<file path="src/rtl/ctrl_pipe_if.sv">
// ctrl_pipe_if: groups the D-stage instruction inputs and the per-stage
// control outputs of ctrl_pipe.
//   master : drives instr_d/valid_d/stall/flush and observes the controls
//   slave  : the control pipeline itself
interface ctrl_pipe_if #(
    parameter int ALUOP_W = 3,
    parameter int CNT_W   = 8
);
    logic [31:0]        instr_d;
    logic               valid_d;
    logic               stall;
    logic               flush;
    logic               ext_op_d;
    logic [1:0]         npc_op_d;
    logic               illegal_d;
    logic               alu_src_e;
    logic [ALUOP_W-1:0] alu_op_e;
    logic [1:0]         reg_dst_e;
    logic               valid_e;
    logic               mem_write_m;
    logic               valid_m;
    logic               reg_write_w;
    logic [1:0]         wb_sel_w;
    logic               valid_w;
    logic [CNT_W-1:0]   illegal_cnt;

    modport master (
        output instr_d, valid_d, stall, flush,
        input  ext_op_d, npc_op_d, illegal_d,
        input  alu_src_e, alu_op_e, reg_dst_e, valid_e,
        input  mem_write_m, valid_m,
        input  reg_write_w, wb_sel_w, valid_w,
        input  illegal_cnt
    );

    modport slave (
        input  instr_d, valid_d, stall, flush,
        output ext_op_d, npc_op_d, illegal_d,
        output alu_src_e, alu_op_e, reg_dst_e, valid_e,
        output mem_write_m, valid_m,
        output reg_write_w, wb_sel_w, valid_w,
        output illegal_cnt
    );
endinterface

</file>
<file path="src/rtl/ctrl_pipe.sv">
// ctrl_pipe: MIPS-lite control decoder plus E/M/W control pipeline.
// Decodes instr_d combinationally in D (ext_op_d, npc_op_d, illegal_d),
// then registers the control bundle through E, M and W. stall/flush or an
// illegal instruction load a bubble into E; M and W always advance.
// illegal_cnt is a saturating count of illegal instructions that would
// have entered E.
// Ports:
//   clk   - rising-edge clock
//   reset - asynchronous active-low reset
//   bus   - ctrl_pipe_if.slave: instr_d/valid_d/stall/flush in, per-stage
//           control outputs and illegal_cnt out
module ctrl_pipe #(
    parameter int OP_W    = 6,
    parameter int FUNCT_W = 6,
    parameter int ALUOP_W = 3,
    parameter int CNT_W   = 8
) (
    input  logic       clk,
    input  logic       reset,
    ctrl_pipe_if.slave bus
);
    localparam logic [OP_W-1:0]    OP_RTYPE = OP_W'(6'b000000);
    localparam logic [OP_W-1:0]    OP_ORI   = OP_W'(6'b001101);
    localparam logic [OP_W-1:0]    OP_LW    = OP_W'(6'b100011);
    localparam logic [OP_W-1:0]    OP_SW    = OP_W'(6'b101011);
    localparam logic [OP_W-1:0]    OP_LUI   = OP_W'(6'b001111);
    localparam logic [OP_W-1:0]    OP_BEQ   = OP_W'(6'b000100);
    localparam logic [OP_W-1:0]    OP_J     = OP_W'(6'b000010);
    localparam logic [OP_W-1:0]    OP_JAL   = OP_W'(6'b000011);
    localparam logic [FUNCT_W-1:0] FN_ADDU  = FUNCT_W'(6'b100001);
    localparam logic [FUNCT_W-1:0] FN_SUBU  = FUNCT_W'(6'b100011);
    localparam logic [FUNCT_W-1:0] FN_SLL   = FUNCT_W'(6'b000000);
    localparam logic [FUNCT_W-1:0] FN_JR    = FUNCT_W'(6'b001000);

    localparam logic [ALUOP_W-1:0] ALU_ADD = ALUOP_W'(0);
    localparam logic [ALUOP_W-1:0] ALU_SUB = ALUOP_W'(1);
    localparam logic [ALUOP_W-1:0] ALU_OR  = ALUOP_W'(2);
    localparam logic [ALUOP_W-1:0] ALU_LUI = ALUOP_W'(3);

    // Fields consumed in E and beyond; M and W carry shrinking subsets.
    typedef struct packed {
        logic               alu_src;
        logic [ALUOP_W-1:0] alu_op;
        logic [1:0]         reg_dst;
        logic               mem_write;
        logic               reg_write;
        logic [1:0]         wb_sel;
    } ctl_e_t;

    typedef struct packed {
        logic       mem_write;
        logic       reg_write;
        logic [1:0] wb_sel;
    } ctl_m_t;

    typedef struct packed {
        logic       reg_write;
        logic [1:0] wb_sel;
    } ctl_w_t;

    typedef struct packed {
        ctl_e_t     e;
        logic       ext;
        logic [1:0] npc;
        logic       illegal;
    } dec_t;

    function automatic dec_t decode(input logic [OP_W-1:0] op,
                                    input logic [FUNCT_W-1:0] funct);
        dec_t c;
        c = '0;
        case (op)
            OP_RTYPE: begin
                case (funct)
                    FN_ADDU: begin
                        c.e.reg_dst = 2'd1; c.e.alu_op = ALU_ADD; c.e.reg_write = 1'b1;
                    end
                    FN_SUBU: begin
                        c.e.reg_dst = 2'd1; c.e.alu_op = ALU_SUB; c.e.reg_write = 1'b1;
                    end
                    FN_SLL:  ;  // nop: legal, empty bundle
                    FN_JR:   c.npc = 2'd3;
                    default: c.illegal = 1'b1;
                endcase
            end
            OP_ORI: begin
                c.e.alu_src = 1'b1; c.e.alu_op = ALU_OR; c.e.reg_write = 1'b1;
            end
            OP_LW: begin
                c.e.alu_src = 1'b1; c.e.alu_op = ALU_ADD; c.ext = 1'b1;
                c.e.wb_sel = 2'd1; c.e.reg_write = 1'b1;
            end
            OP_SW: begin
                c.e.alu_src = 1'b1; c.e.alu_op = ALU_ADD; c.ext = 1'b1;
                c.e.mem_write = 1'b1;
            end
            OP_LUI: begin
                c.e.alu_src = 1'b1; c.e.alu_op = ALU_LUI; c.e.reg_write = 1'b1;
            end
            OP_BEQ: begin
                c.e.alu_op = ALU_SUB; c.ext = 1'b1; c.npc = 2'd1;
            end
            OP_J:   c.npc = 2'd2;
            OP_JAL: begin
                c.npc = 2'd2; c.e.reg_dst = 2'd2; c.e.wb_sel = 2'd2;
                c.e.reg_write = 1'b1;
            end
            default: c.illegal = 1'b1;
        endcase
        return c;
    endfunction

    function automatic logic [CNT_W-1:0] sat_inc(input logic [CNT_W-1:0] v);
        return (v == {CNT_W{1'b1}}) ? v : v + 1'b1;
    endfunction

    logic [OP_W-1:0]    op_p0;
    logic [FUNCT_W-1:0] funct_p0;
    logic               unused_instr_bits;
    dec_t               dec_p0;
    logic               clean_p0;
    logic               take_p0;
    logic               count_p0;

    ctl_e_t           ctl_p1_d, ctl_p1_q;
    logic             vld_p1_d, vld_p1_q;
    ctl_m_t           ctl_p2_d, ctl_p2_q;
    logic             vld_p2_d, vld_p2_q;
    ctl_w_t           ctl_p3_d, ctl_p3_q;
    logic             vld_p3_d, vld_p3_q;
    logic [CNT_W-1:0] cnt_d, cnt_q;

    // ---- D stage: combinational decode ----
    assign op_p0    = bus.instr_d[31 -: OP_W];
    assign funct_p0 = bus.instr_d[FUNCT_W-1:0];
    // Register/immediate fields between opcode and funct belong to the datapath.
    assign unused_instr_bits = ^bus.instr_d[31-OP_W:FUNCT_W];

    assign dec_p0   = decode(op_p0, funct_p0);
    assign clean_p0 = bus.valid_d & ~bus.stall & ~bus.flush;
    assign take_p0  = clean_p0 & ~dec_p0.illegal;
    assign count_p0 = clean_p0 &  dec_p0.illegal;

    assign bus.ext_op_d  = bus.valid_d & dec_p0.ext;
    assign bus.npc_op_d  = bus.valid_d ? dec_p0.npc : 2'd0;
    assign bus.illegal_d = bus.valid_d & dec_p0.illegal;

    always_comb begin
        ctl_p1_d = '0;
        vld_p1_d = 1'b0;
        if (take_p0) begin
            ctl_p1_d = dec_p0.e;
            vld_p1_d = 1'b1;
        end
        ctl_p2_d.mem_write = ctl_p1_q.mem_write & vld_p1_q;
        ctl_p2_d.reg_write = ctl_p1_q.reg_write & vld_p1_q;
        ctl_p2_d.wb_sel    = ctl_p1_q.wb_sel;
        vld_p2_d           = vld_p1_q;
        ctl_p3_d.reg_write = ctl_p2_q.reg_write & vld_p2_q;
        ctl_p3_d.wb_sel    = ctl_p2_q.wb_sel;
        vld_p3_d           = vld_p2_q;
        cnt_d = count_p0 ? sat_inc(cnt_q) : cnt_q;
    end

    // ---- D -> E -> M -> W registers ----
    always_ff @(posedge clk or negedge reset) begin
        if (!reset) begin
            ctl_p1_q <= '0;
            vld_p1_q <= 1'b0;
            ctl_p2_q <= '0;
            vld_p2_q <= 1'b0;
            ctl_p3_q <= '0;
            vld_p3_q <= 1'b0;
            cnt_q    <= '0;
        end else begin
            ctl_p1_q <= ctl_p1_d;
            vld_p1_q <= vld_p1_d;
            ctl_p2_q <= ctl_p2_d;
            vld_p2_q <= vld_p2_d;
            ctl_p3_q <= ctl_p3_d;
            vld_p3_q <= vld_p3_d;
            cnt_q    <= cnt_d;
        end
    end

    // ---- E stage outputs ----
    assign bus.alu_src_e = ctl_p1_q.alu_src;
    assign bus.alu_op_e  = ctl_p1_q.alu_op;
    assign bus.reg_dst_e = ctl_p1_q.reg_dst;
    assign bus.valid_e   = vld_p1_q;

    // ---- M stage outputs ----
    assign bus.mem_write_m = ctl_p2_q.mem_write & vld_p2_q;
    assign bus.valid_m     = vld_p2_q;

    // ---- W stage outputs ----
    assign bus.reg_write_w = ctl_p3_q.reg_write & vld_p3_q;
    assign bus.wb_sel_w    = ctl_p3_q.wb_sel;
    assign bus.valid_w     = vld_p3_q;

    assign bus.illegal_cnt = cnt_q;
endmodule

</file>
<file path="src/flat_wrapper.sv">
// flat-port wrapper written by rule: the top's interface ports become plain ports
module ctrl_pipe_flat 
#(
    parameter int OP_W    = 6,
    parameter int FUNCT_W = 6,
    parameter int ALUOP_W = 3,
    parameter int CNT_W   = 8
)
  (clk, reset, bus_instr_d, bus_valid_d, bus_stall, bus_flush, bus_ext_op_d, bus_npc_op_d, bus_illegal_d, bus_alu_src_e, bus_alu_op_e, bus_reg_dst_e, bus_valid_e, bus_mem_write_m, bus_valid_m, bus_reg_write_w, bus_wb_sel_w, bus_valid_w, bus_illegal_cnt);
  ctrl_pipe_if #(.ALUOP_W(ALUOP_W), .CNT_W(CNT_W)) bus_i ();
  input  logic clk;
  input  logic reset;
  input wire logic [$bits(bus_i.instr_d)-1:0] bus_instr_d;
  input wire logic [$bits(bus_i.valid_d)-1:0] bus_valid_d;
  input wire logic [$bits(bus_i.stall)-1:0] bus_stall;
  input wire logic [$bits(bus_i.flush)-1:0] bus_flush;
  output wire logic [$bits(bus_i.ext_op_d)-1:0] bus_ext_op_d;
  output wire logic [$bits(bus_i.npc_op_d)-1:0] bus_npc_op_d;
  output wire logic [$bits(bus_i.illegal_d)-1:0] bus_illegal_d;
  output wire logic [$bits(bus_i.alu_src_e)-1:0] bus_alu_src_e;
  output wire logic [$bits(bus_i.alu_op_e)-1:0] bus_alu_op_e;
  output wire logic [$bits(bus_i.reg_dst_e)-1:0] bus_reg_dst_e;
  output wire logic [$bits(bus_i.valid_e)-1:0] bus_valid_e;
  output wire logic [$bits(bus_i.mem_write_m)-1:0] bus_mem_write_m;
  output wire logic [$bits(bus_i.valid_m)-1:0] bus_valid_m;
  output wire logic [$bits(bus_i.reg_write_w)-1:0] bus_reg_write_w;
  output wire logic [$bits(bus_i.wb_sel_w)-1:0] bus_wb_sel_w;
  output wire logic [$bits(bus_i.valid_w)-1:0] bus_valid_w;
  output wire logic [$bits(bus_i.illegal_cnt)-1:0] bus_illegal_cnt;
  assign bus_i.instr_d = bus_instr_d;
  assign bus_i.valid_d = bus_valid_d;
  assign bus_i.stall = bus_stall;
  assign bus_i.flush = bus_flush;
  assign bus_ext_op_d = bus_i.ext_op_d;
  assign bus_npc_op_d = bus_i.npc_op_d;
  assign bus_illegal_d = bus_i.illegal_d;
  assign bus_alu_src_e = bus_i.alu_src_e;
  assign bus_alu_op_e = bus_i.alu_op_e;
  assign bus_reg_dst_e = bus_i.reg_dst_e;
  assign bus_valid_e = bus_i.valid_e;
  assign bus_mem_write_m = bus_i.mem_write_m;
  assign bus_valid_m = bus_i.valid_m;
  assign bus_reg_write_w = bus_i.reg_write_w;
  assign bus_wb_sel_w = bus_i.wb_sel_w;
  assign bus_valid_w = bus_i.valid_w;
  assign bus_illegal_cnt = bus_i.illegal_cnt;
  ctrl_pipe #(.OP_W(OP_W), .FUNCT_W(FUNCT_W), .ALUOP_W(ALUOP_W), .CNT_W(CNT_W)) u_core (.clk(clk), .reset(reset), .bus(bus_i));
endmodule
</file>
<file path="config.mk">
export PLATFORM = sky130hd
export DESIGN_NAME = ctrl_pipe_flat
export DESIGN_NICKNAME = d
export VERILOG_FILES = /design/src/rtl/ctrl_pipe_if.sv /design/src/rtl/ctrl_pipe.sv /design/src/flat_wrapper.sv
export SDC_FILE = /design/constraint.sdc
export NUM_CORES = 1
export LEC_CHECK = 0
export ABC_CLOCK_PERIOD_IN_PS = 1800
export CAP_MARGIN = 5
export CORE_UTILIZATION = 40
export DETAILED_ROUTE_END_ITERATION = 8
export HOLD_SLACK_MARGIN = 0.06
export PLACE_DENSITY = 0.91
export SYNTH_ARGS = -nofsm -noshare
export SYNTH_HDL_FRONTEND = slang
export SYNTH_SLANG_ARGS = --single-unit
</file>
<file path="constraint.sdc">
create_clock -name clk -period 1.8 [get_ports clk]
set_input_delay 0.18 -clock clk [delete_from_list [all_inputs] [get_ports clk]]
set_output_delay 0.18 -clock clk [all_outputs]
set_load 0.02 [all_outputs]
</file>
==> results.md, run 1 <==
- Horizontal die dimension: 58.8 um
- Hold wc startpoint: bus_instr_d[29]
- Arr. time, crit path: 1580 ps
- Post-synthesis cell count: 122
- Dominant cells by area after synthesis: sky130_fd_sc_hd__dfrtp_1 (52%), sky130_fd_sc_hd__mux2_2 (4.4%), sky130_fd_sc_hd__buf_4 (4.1%)
- Routed WL per cell: 12.7 um
- Per-cell via count in the routed design: 4.90
- Leading cell types in the layout, fill and taps excluded: sky130_fd_sc_hd__clkdlybuf4s50_1 (31), sky130_fd_sc_hd__dfrtp_1 (27), sky130_fd_sc_hd__buf_4 (22)
- Maximum number of pins on one net before global-route repair: 28
- Drc violations: 0
- Layout fillers: 261
- Count of yosys warnings during synthesis: 0
- Hold Violations, Final: 0
- Total negative slack: 0 ps
- H-Tree Level Count: 1
- Area leader, netlist: sky130_fd_sc_hd__dfrtp_1
- Maximum VDD drop: 0.000459 V
- Via count: 1082
- Final total power: 0.00137 W
- Clk sink count: 27
- Count of nets after finishing: 216
- Worst hold path type: in -> reg
- Share of cells above drive strength 1: 0.260
- Worst Path Max Fanout: 4
- Aggregate routed wire length: 2810 um
- Register-to-register path setup slack: 160 ps
- Min-Delay Path Depth: 3
- Height of the chip: 58.8 um
- Number of antenna violations at the first check in global routing: 0
- Clk root buf: sky130_fd_sc_hd__clkbuf_4
- DR iter-0 viols: 12
- Worst R2R Start: u_core.bus.illegal_cnt[0]
- Post-Syn Nets: 160
- Number of synthesized register bits: 27
- Type of element launching the critical path: input port
- Finish-stage setup viols: 0
- Worst setup skew after layout: 15.6 ps
- N_diodes: 0
- Number of max-cap violations: 0
- PortBufs: 40
- Period utilization: 0.976
- Worst setup EP type: output pin
- Synthesized area: 1290 um2
- Worst setup path category: in -> out
- Overall overflow remaining after global route: 0
- Clock slew at the register clock pins of the worst setup and hold paths: 120 ps
- Area of the core region: 3050 um2
- Area growth from synthesis to layout: 47.4%
- Status: finished clean
- Worst endpoint required time: 1620 ps
- Half-perimeter wire length after detailed placement: 2190 um
- Leading cell type in the layout, fill and taps excluded: sky130_fd_sc_hd__clkdlybuf4s50_1
- Combined global-route utilization of all metal layers: 0.185
- Final period demand of the worst path: 1760 ps
- Achievable Freq: 569 MHz
- Remaining antenna violation count after routing: 0
- First-pass GRT wire length: 4880 um
- # IOs: 62
- Post-synthesis sequential area ratio: 0.524
- CTS tree: built
- Reg2reg path depth: 5
- Via count of the first global-routing pass: 1131
- Max Root-Sink Buffers: 2
- Worst path setup slack after routing: 43.7 ps
- R2r endpoint: u_core.bus.illegal_cnt[1]
- Drt first pass iters: 4
- Initial cell density of the core: 0.423
- Syn Area/Cell: 10.6 um2
- DP Worst Slack: -836 ps
- Clock latency at the later pin of the worst-skew pair: 310 ps
- Number of distinct library cells after synthesis: 31
- Full die area: 3460 um2
- Portion of synthesized cell area occupied by the leading cell type: 0.524
- Number of core rows: 20
- Gp weighted congestion: 0.892
- CTS buffer count: 3
- RSZ-0062 raised after global routing: yes
- Hold EP: u_core.ctl_p1_q[0]
- Pwr dens: 720 nW/um2
- Leakage: 0.835 nW
- Final count of pins violating max slew: 0
-- per-layer routing --
metal / up-vias / track usage / wire [um]
li1: 529 / - / -
met2: 40 / 0.330 / 1480
met5: - / 0 / 0
met1: 507 / 0.215 / 1160
met4: 0 / 0.105 / 59
met3: 6 / 0.0198 / 106
-- critical path: stages --
cell	delay (ps)
sky130_fd_sc_hd__buf_6	90
sky130_fd_sc_hd__or3_4	410
sky130_fd_sc_hd__buf_6	140
sky130_fd_sc_hd__a21o_1	200
sky130_fd_sc_hd__a221oi_4	300
sky130_fd_sc_hd__nor2b_1	90
sky130_fd_sc_hd__buf_4	160
-- worst max-delay path by stage --
stage               startpoint                         to  slack [ps]  depth (start not counted)
3_3_place_gp   bus_instr_d[27]            bus_npc_op_d[1]        -750                          7
2_1_floorplan  bus_instr_d[29]  u_core.bus.illegal_cnt[7]         -80                          6
5_1_grt        bus_instr_d[30]            bus_npc_op_d[0]          -9                          6
3_5_place_dp   bus_instr_d[27]            bus_npc_op_d[1]        -840                          7
4_1_cts        bus_instr_d[27]            bus_npc_op_d[1]           3                          7
6_report       bus_instr_d[26]              bus_illegal_d          40                          7
-- where the power goes --
group / switching, W / total (W) / internal (W) / leakage, nW
combinational: 0.000194 / 0.000403 / 0.000209 / 0.450
sequential: 0.0000700 / 0.000726 / 0.000656 / 0.370
clock: 0.000154 / 0.000241 / 0.0000863 / 0.0150
total: 0.000418 / 0.00137 / 0.000951 / 0.835
-- kinds of logic (layout without fill, tap and decap cells) --
group | after synthesis | count (layout) | synth area share
other cells | 1 | 1 | 0.00291
mux | 5 | 5 | 0.0436
simple gates | 62 | 62 | 0.269
flops | 27 | 27 | 0.524
xor+xnor | 3 | 3 | 0.0204
buf+inv | 10 | 65 | 0.0553
fa+ha+maj | 1 | 1 | 0.00970
compound gates | 13 | 13 | 0.0757
-- synthesized netlist by cell type (all sizes together) --
cell and count:
dfrtp 27, nand2 12, nor2 12, buf 8, and2 6, mux2 5, nand3 5, nor2b 5
nor3b 5, nor3 4, nor4 4, a21oi 3, a31oi 3, nand2b 3, o21ai 3, xor2 3
and3b 2, nand4 2, a211oi 1, a21boi 1, a21o 1, a221oi 1, clkbuf 1, conb 1
ha 1, inv 1, or3 1, or4b 1
-- state kept, by name, indices dropped and copies added (netlist names) --
| name | count |
|---|---|
| u_core.bus.wb_sel_w | 2 |
| u_core.bus.reg_dst_e | 2 |
| u_core.ctl_p1_q | 4 |
| u_core.ctl_p2_q | 4 |
| u_core.bus.alu_src_e | 1 |
| u_core.bus.alu_op_e | 2 |
| u_core.bus.valid_m | 1 |
| u_core.bus.valid_e | 1 |
| u_core.bus.illegal_cnt | 8 |
| u_core.ctl_p3_q | 1 |
| u_core.bus.valid_w | 1 |
-- stage by stage --
stage	area (um2)	cells	util	hold WS, ps
3_3_place_gp	1840	217	0.604	331
4_1_cts	1870	221	0.614	201
3_5_place_dp	1840	217	0.604	335
5_1_grt	1900	221	0.623	173
6_report	1900	221	0.623	182
2_1_floorplan	1310	122	-	-116
-- layout make-up --
class                      instances  area [um2]  area share
clock buffer                       4        26.3      0.0138
inverter                           1        3.75     0.00197
multi-input combinational         85         597       0.314
sequential                        27         676       0.355
tap                               44        55.1      0.0289
timing repair buffer              60         544       0.286
-- timing repair --
action | CTS | global route
buffers inserted | 0 | 0
pin swaps | 6 | 5
resized for setup | 40 | 7
hold buffers | 0 | 0
endpoints found under the setup margin | 22 | 6
(Power assumes the default switching activity.)
==> inputs of run 2 (changes only) <==
--- a/config.mk
+++ b/config.mk
@@ -6,11 +6,14 @@
 export NUM_CORES = 1
 export LEC_CHECK = 0
 export ABC_CLOCK_PERIOD_IN_PS = 1800
-export CAP_MARGIN = 5
-export CORE_UTILIZATION = 40
+export CAP_MARGIN = 20
+export CELL_PAD_IN_SITES_DETAIL_PLACEMENT = 2
+export CELL_PAD_IN_SITES_GLOBAL_PLACEMENT = 2
+export CORE_UTILIZATION = 35
 export DETAILED_ROUTE_END_ITERATION = 8
+export DONT_BUFFER_PORTS = 1
 export HOLD_SLACK_MARGIN = 0.06
-export PLACE_DENSITY = 0.91
+export PLACE_DENSITY = 0.88
 export SYNTH_ARGS = -nofsm -noshare
 export SYNTH_HDL_FRONTEND = slang
 export SYNTH_SLANG_ARGS = --single-unit
==> results.md, run 2 (synthesized netlist as in run 1, its figures left out) <==
- Period utilization: 0.958 (-0.0176)
- Critical Path Start: bus_instr_d[31]
- Drt first pass iters: 4 (unchanged)
- Combined global-route utilization of all metal layers: 0.182 (-0.00303)
- Max reg flops: 8 (unchanged)
- Area growth from synthesis to layout: 18.9%
- Worst R2R Start: u_core.bus.illegal_cnt[2]
- Total negative slack: 0 ps (unchanged)
- Horizontal die dimension: 62.7 um (+6.7%)
- Maximum VDD drop: 0.000290 V (-37%)
- Via count: 970 (-10%)
- Max Root-Sink Buffers: 2 (unchanged)
- Worst endpoint required time: 1620 ps (about the same)
- Per-cell via count in the routed design: 5.24 (+7.1%)
- Register-to-register path setup slack: 210 ps (+50 ps)
- DR iter-0 viols: 37 (+25)
- Clk sink count: 27 (unchanged)
- CP cell instances: or4b_4 > a21boi_4 > a221oi_4 > buf_4 > nor2b_1 > buf_4
- Resized Gates After CTS: 0 (-100%)
- N_diodes: 0 (unchanged)
- Final design utilization: 0.446 (-0.177)
- Worst setup endpoint: bus_illegal_d
- Height of the chip: 62.7 um (+6.7%)
- Leading cell types in the layout, fill and taps excluded: sky130_fd_sc_hd__dfrtp_1 (27), sky130_fd_sc_hd__buf_4 (17), sky130_fd_sc_hd__nor2_1 (12), sky130_fd_sc_hd__nand2_1 (12), sky130_fd_sc_hd__and2_1 (6)
- Slowest library cell on the worst path: sky130_fd_sc_hd__or4b_4
- Number of max-cap violations: 0 (unchanged)
- Leading cell type in the layout, fill and taps excluded: sky130_fd_sc_hd__dfrtp_1
- # IOs: 62 (unchanged)
- Worst setup path category: in -> out
- First-pass GRT wire length: 5630 um (+15%)
- Clk root buf: sky130_fd_sc_hd__clkbuf_8
- H-Tree Level Count: 1 (unchanged)
- Clock latency at the later pin of the worst-skew pair: 270 ps (-40 ps)
- Worst path setup slack after routing: 75.4 ps (+31.7 ps)
- PortBufs: 0 (-100%)
- Full die area: 3930 um2 (+14%)
- Aggregate routed wire length: 3210 um (+14%)
- Initial cell density of the core: 0.375 (-0.0478)
- Count of nets after finishing: 178 (-18%)
- Non-Filler Instances: 185 (-16%)
- Layout fillers: 372 (+43%)
- CTS tree: built
- Achievable Freq: 580 MHz (+1.8%)
- Worst Path Max Fanout: 6 (+2)
- Via count of the first global-routing pass: 1157 (+2.3%)
- Final period demand of the worst path: 1720 ps (-31.7 ps)
- Worst setup EP type: output pin
- Routed WL per cell: 17.3 um (+36%)
- Post-Place Cells: 175 (-19%)
- DP Worst Slack: -181 ps (+655 ps)
- Finish-stage setup viols: 0 (unchanged)
- Pwr dens: 886 nW/um2 (+23%)
- Delay contributed by the slowest stage of the critical path: 520 ps (+110 ps)
- Hold Violations, Final: 0 (unchanged)
- RSZ-0062 raised after global routing: no
- Final count of pins violating max slew: 0 (unchanged)
- Maximum number of pins on one net before global-route repair: 28 (unchanged)
- Leakage: 0.692 nW (-17%)
- Half-perimeter wire length after detailed placement: 2470 um (+13%)
- Reg2reg path depth: 3 (-2)
- Area of the core region: 3440 um2 (+13%)
- Dominant cell type by count on the critical path: sky130_fd_sc_hd__buf_4
- Overall overflow remaining after global route: 0 (unchanged)
- Gp weighted congestion: 0.741 (-17%)
- Arr. time, crit path: 1540 ps (-40 ps)
- Number of core rows: 21 (+5.0%)
- Worst setup skew after layout: 1.45 ps (-14.1 ps)
- Remaining antenna violation count after routing: 0 (unchanged)
- Type of element launching the critical path: input port
- Worst hold path type: in -> reg
- Drc violations: 0 (unchanged)
- Clock slew at the register clock pins of the worst setup and hold paths: 90 ps (-30 ps)
- R2r endpoint: u_core.bus.illegal_cnt[7]
- Final total power: 0.00136 W (-0.77%)
- Number of antenna violations at the first check in global routing: 0 (unchanged)
- Status: finished clean
- CTS buffer count: 3 (unchanged)
- Share of cells above drive strength 1: 0.237 (-0.0225)
==> run 2: critical path, delay by kind of cell <==
family / cells / cell delay [ps]
buffers and inverters: 2 / 320
AND/OR/NAND/NOR: 2 / 560
AO/OA/AOI/OAI: 2 / 480
==> run 2: worst min path at each step <==
stage                              to  slack [ps]            start  cells after the start
2_1_floorplan  u_core.bus.alu_op_e[0]        -120            reset                      0
3_3_place_gp     u_core.bus.alu_src_e        -120            reset                      0
3_5_place_dp     u_core.bus.alu_src_e        -120            reset                      0
4_1_cts            u_core.ctl_p1_q[2]          90  bus_instr_d[30]                      3
5_1_grt            u_core.ctl_p1_q[2]         110  bus_instr_d[30]                      3
6_report           u_core.ctl_p1_q[2]         100  bus_instr_d[30]                      3
==> run 2: cell type report <==
type	count	area [um2]	share of cell area
sequential	27	676	0.440
multi-input combinational	85	559	0.365
timing repair buffer	22	188	0.122
tap	46	57.6	0.0375
clock buffer	3	41.3	0.0269
clock inverter	1	8.76	0.00571
inverter	1	3.75	0.00245
==> run 2: where the power goes <==
part           switching [W]  total [W]  internal, W
registers          0.0000908   0.000746     0.000655
logic               0.000139   0.000257     0.000118
clock network       0.000193   0.000356     0.000162
==> run 2: timing repair <==
item                       CTS  global route
setup buffers                1             0
hold endpoints to repair    31             0
hold buffers                 5             0
setup endpoints to repair    1             0
==> run 2: through the flow <==
step           instance area [um2]  hold slack (ps)
2_1_floorplan                 1310             -116
3_3_place_gp                  1420             -115
3_5_place_dp                  1420             -115
4_1_cts                       1530             90.3
5_1_grt                       1530              112
6_report                      1530             97.0
==> run 2: layer usage <==
layer,GRT usage,wire length (um),up-vias
li1,-,-,448
met1,0.188,1170,485
met2,0.359,1830,33
met3,0.0274,162,4
met4,0.0727,47,0
met5,0,0,-
==> inputs of run 3 (changes only) <==
--- a/config.mk
+++ b/config.mk
@@ -9,6 +9,7 @@
 export CAP_MARGIN = 20
 export CELL_PAD_IN_SITES_DETAIL_PLACEMENT = 2
 export CELL_PAD_IN_SITES_GLOBAL_PLACEMENT = 2
+export CORE_ASPECT_RATIO = 0.5
 export CORE_UTILIZATION = 35
 export DETAILED_ROUTE_END_ITERATION = 8
 export DONT_BUFFER_PORTS = 1
==> results.md, run 3 (synthesized netlist as in run 1, its figures left out) <==
- Status: finished clean
- Maximum number of pins on one net before global-route repair: 28 (unchanged)
- RSZ-0062 raised after global routing: no
- Worst setup skew after layout: 4.54 ps (+3.09 ps)
- Worst hold path type: in -> reg
- Reg area: 676 um2 (unchanged)
- # IOs: 62 (unchanged)
- Routed WL per cell: 16.7 um (-3.8%)
- Max reg flops: 8 (unchanged)
- Final design utilization: 0.441 (-0.00422)
- Via count: 949 (-2.2%)
- Number of antenna violations at the first check in global routing: 0 (unchanged)
- CTS buffer count: 3 (unchanged)
- Type of element launching the critical path: input port
- Via count of the first global-routing pass: 1023 (-12%)
- Number of max-cap violations: 0 (unchanged)
- Pwr dens: 880 nW/um2 (-0.70%)
- Finish-stage setup viols: 0 (unchanged)
- Clk sink count: 27 (unchanged)
- Worst path setup slack after routing: 82.6 ps (+7.14 ps)
- Remaining antenna violation count after routing: 0 (unchanged)
- Count of nets after finishing: 176 (-1.1%)
- Drt first pass iters: 5 (+1)
- Clk root buf: sky130_fd_sc_hd__clkbuf_8
- Number of core rows: 15 (-29%)
- Hold buffer count at CTS: 5 (unchanged)
- N_diodes: 0 (unchanged)
- Overall overflow remaining after global route: 0 (unchanged)
- Achievable Freq: 582 MHz (+0.42%)
- Leakage: 0.680 nW (-1.7%)
- Worst endpoint required time: 1620 ps (about the same)
- Final total power: 0.00135 W (-0.78%)
- Half-perimeter wire length after detailed placement: 2420 um (-2.1%)
- Horizontal die dimension: 87.9 um (+40%)
- Standard cell area after detailed placement: 1430 um2 (+0.79%)
- H-Tree Level Count: 1 (unchanged)
- Leading cell types in the layout, fill and taps excluded: sky130_fd_sc_hd__dfrtp_1 (27), sky130_fd_sc_hd__buf_4 (14), sky130_fd_sc_hd__nor2_1 (12), sky130_fd_sc_hd__nand2_1 (12), sky130_fd_sc_hd__and2_1 (6)
- First-pass GRT wire length: 4820 um (-14%)
- Combined global-route utilization of all metal layers: 0.163 (-0.0187)
- Drc violations: 0 (unchanged)
- Hold Violations, Final: 0 (unchanged)
- Initial cell density of the core: 0.372 (-0.00324)
- PortBufs: 0 (unchanged)
- Final count of pins violating max slew: 0 (unchanged)
- Final period demand of the worst path: 1720 ps (-7.14 ps)
- Height of the chip: 44.9 um (-28%)
- Area of the core region: 3470 um2 (+0.87%)
- Max Root-Sink Buffers: 2 (unchanged)
- Layout fillers: 372 (unchanged)
- Worst setup EP type: output pin
- Period utilization: 0.954 (-0.00397)
- Maximum VDD drop: 0.000327 V (+13%)
- Area growth from synthesis to layout: 18.8% (about the same)
- Area of all placed cells without fillers: 1530 um2 (about the same)
- Leading cell type in the layout, fill and taps excluded: sky130_fd_sc_hd__dfrtp_1
- DR iter-0 viols: 5 (-86%)
- Number of buffers inserted by post-CTS setup repair: 0 (-1)
- Hold Slack: 70.6 ps (-26.4 ps)
- Clock slew at the register clock pins of the worst setup and hold paths: 80 ps (about the same)
- Per-cell via count in the routed design: 5.05 (-3.7%)
- Worst setup path category: in -> out
- DP Worst Slack: -175 ps (+5.88 ps)
- Full die area: 3950 um2 (+0.38%)
- Combined area of the multi-input logic cells: 559 um2 (unchanged)
- Share of cells above drive strength 1: 0.219 (-0.0184)
- Worst Path Max Fanout: 10 (+4)
- Gp weighted congestion: 0.713 (-3.7%)
- Arr. time, crit path: 1540 ps (about the same)
- Aggregate routed wire length: 3140 um (-2.2%)
- CTS tree: built
- Clock latency at the later pin of the worst-skew pair: 270 ps (about the same)
- Resized Gates After CTS: 0 (unchanged)
run 3: changes by cell type in the layout (fill, tap and decap cells not counted), sizes merged:
cell    change
inv         -1
clkbuf      +1
buf         -2
run 3: worst max-delay path, cell delays in order:
cell and delay [ps]:
sky130_fd_sc_hd__or3_1 400, sky130_fd_sc_hd__buf_4 170, sky130_fd_sc_hd__a21o_1 180, sky130_fd_sc_hd__a221oi_4 340, sky130_fd_sc_hd__buf_12 170, sky130_fd_sc_hd__nor2b_1 100
run 3: final timing paths:
path                                            from                         to  slack [ps]  cells after the start
setup reg to reg           u_core.bus.illegal_cnt[0]  u_core.bus.illegal_cnt[1]         150                      5
min in group asynchronous                      reset     u_core.bus.wb_sel_w[0]         340                      2
hold reg to reg                   u_core.ctl_p2_q[1]     u_core.bus.wb_sel_w[1]         360                      0
setup / recovery                     bus_instr_d[27]              bus_illegal_d          80                      6
max in group asynchronous                      reset         u_core.ctl_p2_q[0]        1310                      2
hold / removal                       bus_instr_d[29]       u_core.bus.alu_src_e          70                      2
run 3: area by class of cell:
type                    count  area share
clock buffers               4      0.0294
inverters                   1     0.00245
multi-input cells          85       0.365
flip-flops and latches     27       0.441
well taps                  51      0.0416
repair buffers             20       0.121
run 3: where the power goes:
group / total [W] / internal (W) / switching, W
clock: 0.000326 / 0.000158 / 0.000168
combinational: 0.000290 / 0.000129 / 0.000161
sequential: 0.000732 / 0.000656 / 0.0000766
total: 0.00135 / 0.000943 / 0.000406
run 3: routing by layer:
layer	global-route usage	vias to the layer above	share of wire
met5	0	-	0
met4	0.00984	0	0
met2	0.326	21	0.54
met3	0.0530	0	0.051
met1	0.181	488	0.41
li1	-	440	-
run 3: metrics by stage:
stage | instances | setup TNS, ps
global route | 188 | 0
detailed placement | 179 | -765
global placement | 179 | -337
floorplan | 122 | -443
finish | 188 | 0
CTS | 188 | 0
